[config.mk]
export PLATFORM = sky130hd
export DESIGN_NAME = serial_mag_comparator_ctrl
export DESIGN_NICKNAME = d
export VERILOG_FILES = /design/src/rtl/serial_mag_comparator_ctrl.sv
export SDC_FILE = /design/constraint.sdc
export NUM_CORES = 1
export LEC_CHECK = 0
export ABC_AREA = 1
export BUFFER_PORTS_ARGS = -buffer_cell sky130_fd_sc_hd__clkbuf_2
export CORE_UTILIZATION = 55
export CTS_BUF_LIST = sky130_fd_sc_hd__clkbuf_16
export DETAILED_ROUTE_END_ITERATION = 12
export PLACE_DENSITY = 0.78
export SYNTH_ARGS = -nofsm -noshare
export SYNTH_HDL_FRONTEND = slang
export SYNTH_SLANG_ARGS = --single-unit
[constraint.sdc]
create_clock -name clk -period 2.6 [get_ports clk]
set_input_delay 0.39 -clock clk [delete_from_list [all_inputs] [get_ports clk]]
set_output_delay 0.39 -clock clk [all_outputs]
set_load 0.02 [all_outputs]
[src/rtl/serial_mag_comparator_ctrl.sv]
// Bit-serial unsigned magnitude comparator: one 1-bit compare stage walks the operands MSB first.
// Optional build macro SERIAL_CMP_EARLY_EXIT_EN ends the walk at the first differing bit.
module serial_mag_comparator_ctrl #(
    parameter int WIDTH = 8
) (
    input  logic             clk,
    input  logic             rst_n,
    input  logic             start,
    input  logic [WIDTH-1:0] a,
    input  logic [WIDTH-1:0] b,
    output logic             busy,
    output logic             done,
    output logic             gt,
    output logic             eq,
    output logic             lt
);

    localparam int IDX_W = (WIDTH > 1) ? $clog2(WIDTH) : 1;

    typedef enum logic [1:0] {
        S_IDLE,
        S_RUN,
        S_DONE
    } state_t;

    state_t             state_q;
    logic [WIDTH-1:0]   a_q, b_q;
    logic [IDX_W-1:0]   idx_q;
    logic               decided_q, gt_int_q;
    logic               busy_q, done_q, gt_q, eq_q, lt_q;

    logic               a_bit, b_bit, bit_diff;
    logic               decided_d, gt_int_d;
    logic               finish;

    // Explicit select loop keeps the index mux lint-clean even when WIDTH is 1.
    always_comb begin
        a_bit = 1'b0;
        b_bit = 1'b0;
        for (int i = 0; i < WIDTH; i++) begin
            if (idx_q == IDX_W'(i)) begin
                a_bit = a_q[i];
                b_bit = b_q[i];
            end
        end
    end

    // NOTE: every variable assigned in always_comb gets a default first so no latch is inferred.
    always_comb begin
        bit_diff  = a_bit ^ b_bit;
        decided_d = decided_q | bit_diff;
        gt_int_d  = decided_q ? gt_int_q : (bit_diff & a_bit);
`ifdef SERIAL_CMP_EARLY_EXIT_EN
        finish    = (idx_q == '0) | (bit_diff & ~decided_q);
`else
        finish    = (idx_q == '0);
`endif
    end

    // NOTE: sequential state uses non-blocking assignments so all registers update from pre-edge values.
    always_ff @(posedge clk or negedge rst_n) begin
        if (!rst_n) begin
            state_q   <= S_IDLE;
            a_q       <= '0;
            b_q       <= '0;
            idx_q     <= '0;
            decided_q <= 1'b0;
            gt_int_q  <= 1'b0;
            busy_q    <= 1'b0;
            done_q    <= 1'b0;
            gt_q      <= 1'b0;
            eq_q      <= 1'b0;
            lt_q      <= 1'b0;
        end else begin
            case (state_q)
                S_IDLE: begin
                    done_q <= 1'b0;
                    if (start) begin
                        a_q       <= a;
                        b_q       <= b;
                        idx_q     <= IDX_W'(WIDTH - 1);
                        decided_q <= 1'b0;
                        gt_int_q  <= 1'b0;
                        gt_q      <= 1'b0;
                        eq_q      <= 1'b0;
                        lt_q      <= 1'b0;
                        busy_q    <= 1'b1;
                        state_q   <= S_RUN;
                    end
                end
                S_RUN: begin
                    decided_q <= decided_d;
                    gt_int_q  <= gt_int_d;
                    if (finish) begin
                        busy_q  <= 1'b0;
                        done_q  <= 1'b1;
                        gt_q    <= decided_d & gt_int_d;
                        lt_q    <= decided_d & ~gt_int_d;
                        eq_q    <= ~decided_d;
                        state_q <= S_DONE;
                    end else begin
                        idx_q <= idx_q - IDX_W'(1);
                    end
                end
                S_DONE: begin
                    done_q  <= 1'b0;
                    state_q <= S_IDLE;
                end
                default: begin
                    busy_q  <= 1'b0;
                    done_q  <= 1'b0;
                    state_q <= S_IDLE;
                end
            endcase
        end
    end

    assign busy = busy_q;
    assign done = done_q;
    assign gt   = gt_q;
    assign eq   = eq_q;
    assign lt   = lt_q;

endmodule

==> run metrics <==
status complete, no violations; number of buffer and inverter instances along the worst setup path 2; normalized max-slew margin 55.16%; drt first pass iters 6; Post-synth EDFFs 0; NumNets Final 232; sequential share of the synthesized area 49.12%; RSZ-0062 raised after global routing no; standard-cell rows 18; Vias per Instance 5.038; cell area after technology mapping 1426 sq um; worst-case clock skew 0.005334 ns; number of buffers inserted for hold repair after clock tree synthesis 0; classification of the worst-slack hold path primary input to asynchronous set/reset pin; MaxCap Viol Count 0; Clock Latency Late Sink 0.26 ns; Detailed Route Iter0 Violations 33; final setup violation count 0; residual overflow from global routing 0; cell taking the most area after synthesis dfrtp_1; YS warnings 0; CTS Root Cell clkbuf_16; Initial Util 58.10%; power spent charging and discharging nets 902.7 uW; die area 2801 sq um; share of the cycle needed by the critical path after routing 87.11%; TritonCTS Buffers 3; number of top-level pins 24; number of register bits inferred by synthesis 28; leading post-synthesis cells by instance count nand2_1 (79), dfrtp_1 (28), inv_1 (15); required time of the critical path 2.81 ns; Worst path most repeated cell nand2_1; cells along the critical path inv_1 -> ha_1 -> inv_2 -> nor2_8 -> nand2_1 -> nand2_1 -> nand2_1 -> nand2_1 -> nand2_1 -> nand2_1 -> nand2_1 -> nand2_1 -> nand2_1 -> nand2_1 -> ha_1 -> nand2_1 -> nand2_1 -> o21ai_1 -> o21a_1; top cells by area in the synthesized netlist dfrtp_1 (49%), nand2_1 (21%), ha_1 (5.3%); global routing usage summed across all routing layers 24.02%; initial antenna violation count 0; share of Yosys cell area claimed by the top area cell type 49.12%; Power per Cell Area 1275 nW/um^2; count of cell types in the netlist 26; maximum frequency from static timing analysis 441.5 MHz; startpoint of the most critical register-to-register path idx_q[0]$_DFFE_PN0P_; relative area change from synthesis to final layout 15.00%; sum of net half-perimeters after detailed placement 2007 um; sequential share of power 37.3%; # fillers 213; maximum cell stage delay along the critical path 0.40 ns; Routed WL 2769 um; internal power 1.189 mW; routability-driven placement congestion ratio 0.8801; detailed-route via count 1189; post-CTS setup buffer count 0; critical path start-end classification flop to flop; smallest setup slack after layout 0.3352 ns; setup TNS 0 ns; DRC 0; core box area 2455 sq um; net count after synthesis 207; share of total power in combinational logic 46.2%; number of diodes 0; maximum root-to-sink buffer count 2; Peak supply drop 0.0007556 V; Die Ht 52.93 um; largest net degree at the start of global routing 29; clock sink count 28; asr flop ratio synth 100.0%; number of gates resized after cts 0; critical path's slowest cell dfrtp_1; critical-path maximum fanout 5; LEAKAGE 0.9461 nW; cell class contributing the biggest share of worst-path delay simple AND/OR/NAND/NOR gates; reg-to-reg setup timing slack 0.34 ns; depth of the worst register-to-register path 19; Placement Setup Slack 0.3408 ns; clock-pin slew reported for the worst setup and hold paths after clock tree synthesis 0.07 ns; most used flip-flop cell after synthesis dfrtp_1; number of hold violations in the final report 0; floorplan die width 52.93 um; clock tree from TritonCTS built; average wire length per cell after detail routing 11.73 um; data arrival at the endpoint of the critical path 2.47 ns; htree depth 1; mean instance size in the synthesized netlist 7.837 sq um; final antenna-violating net count 0; pin slew with the least headroom to its limit 0.6726 ns; Switching Fraction 43.15%; Reg-to-Reg End gt$_DFFE_PN0P_; share of post-route cells with drive strength above 1 18.93%; global-route wire length before repair 4781 um; Port Buffer Count 23; Setup crit end kind flop; clock network fraction of total power 16.5%; sort of element at the start of the critical path flop; dominant cell by count in the synthesized netlist nand2_1; final critical delay including setup and external delays 2.265 ns; Final Slew Violations 0; number of global-route vias before repair 1123; Post-Synthesis Cells 182
==> through the flow <==
stage	instance area, sq um	cells	power (mW)	utilization [%]	hold WS (ns)
6_report	1640	236	2.092	66.82	0.1535
5_1_grt	1640	236	2.305	66.82	0.2134
4_1_cts	1640	236	2.103	66.82	0.1873
3_5_place_dp	1562	232	1.733	63.61	0.4646
3_3_place_gp	1562	232	1.690	63.61	0.4471
2_1_floorplan	1426	182	1.511	-	0.09441
==> worst reg2reg max path: stages (launching register included) <==
cell and delay (ns):
dfrtp_1 0.40, inv_1 0.15, ha_1 0.23, inv_2 0.08, nor2_8 0.12, nand2_1 0.07
nand2_1 0.07, nand2_1 0.05, nand2_1 0.05, nand2_1 0.04, nand2_1 0.07, nand2_1 0.06
nand2_1 0.06, nand2_1 0.05, nand2_1 0.06, ha_1 0.22, nand2_1 0.08, nand2_1 0.10
o21ai_1 0.13, o21a_1 0.12
==> sequential cells by signal, summed over array words and instances (netlist names) <==
| signal | count |
|---|---|
| idx_q | 3 |
| gt_int_q | 1 |
| lt | 1 |
| done | 1 |
| a_q | 8 |
| b_q | 8 |
| busy | 1 |
| decided_q | 1 |
| gt | 1 |
| eq | 1 |
| state_q | 2 |
==> how the worst max path moves through the flow <==
stage	slack [ns]	from	endpoint	depth (start not counted)
5_1_grt	0.01	idx_q[0]$_DFFE_PN0P_	gt$_DFFE_PN0P_	19
6_report	0.34	idx_q[0]$_DFFE_PN0P_	gt$_DFFE_PN0P_	19
3_3_place_gp	0.50	idx_q[1]$_DFFE_PN0P_	gt$_DFFE_PN0P_	12
2_1_floorplan	0.62	idx_q[0]$_DFFE_PN0P_	gt$_DFFE_PN0P_	18
4_1_cts	0.31	idx_q[0]$_DFFE_PN0P_	gt$_DFFE_PN0P_	19
3_5_place_dp	0.34	idx_q[0]$_DFFE_PN0P_	gt$_DFFE_PN0P_	15
==> cell usage in the layout, fill, tap and decap left out, drive strengths merged <==
| master | netlist | routed |
|---|---|---|
| nand3 | 11 | 11 |
| o21ai | 8 | 8 |
| clkbuf | 1 | 26 |
| o211ai | 1 | 1 |
| nand4 | 1 | 1 |
| ha | 6 | 6 |
| or2 | 2 | 2 |
| nand3b | 1 | 1 |
| dfrtp | 28 | 28 |
| o22ai | 2 | 2 |
| nand2 | 80 | 80 |
| a21oi | 2 | 2 |
| o21a | 1 | 1 |
| buf | 3 | 1 |
| nor2 | 14 | 14 |
| clkinv | 0 | 1 |
| inv | 21 | 21 |
==> area by class of cell <==
class / instances / area, sq um / area share (%)
clock buffers: 3 / 75.07 / 4.577
clock inverters: 1 / 3.754 / 0.2288
repair buffers: 24 / 122.6 / 7.475
flip-flops and latches: 28 / 700.7 / 42.72
multi-input cells: 129 / 619.3 / 37.76
well taps: 30 / 37.54 / 2.288
inverters: 21 / 81.33 / 4.958
==> power by group through the flow <==
stage,Sequential (mW),Clock (mW),Combinational [mW]
after CTS,0.781,0.349,0.972
after detailed placement,0.785,0,0.948
final,0.780,0.346,0.966
after floorplan,0.773,0,0.737
after global routing,0.808,0.372,1.13
after global placement,0.780,0,0.910
==> metal layers <==
layer / GRT usage [%] / wire length (um)
met5: 0 / 0
met4: 6.579 / 29
met2: 44.09 / 1429
met3: 3.448 / 109
met1: 28.86 / 1201
==> cell families (layout without fill, tap and decap cells) <==
kind of cell             Yosys count  in the layout  share of synthesized area [%]
flip-flops                        28             28                          49.12
buffers and inverters             25             49                          7.456
AND/OR/NAND/NOR                  109            109                          32.46
AO/OA/AOI/OAI                     14             14                          5.702
adder cells (fa/ha/maj)            6              6                          5.263
Power figures use the tool's default switching activity.
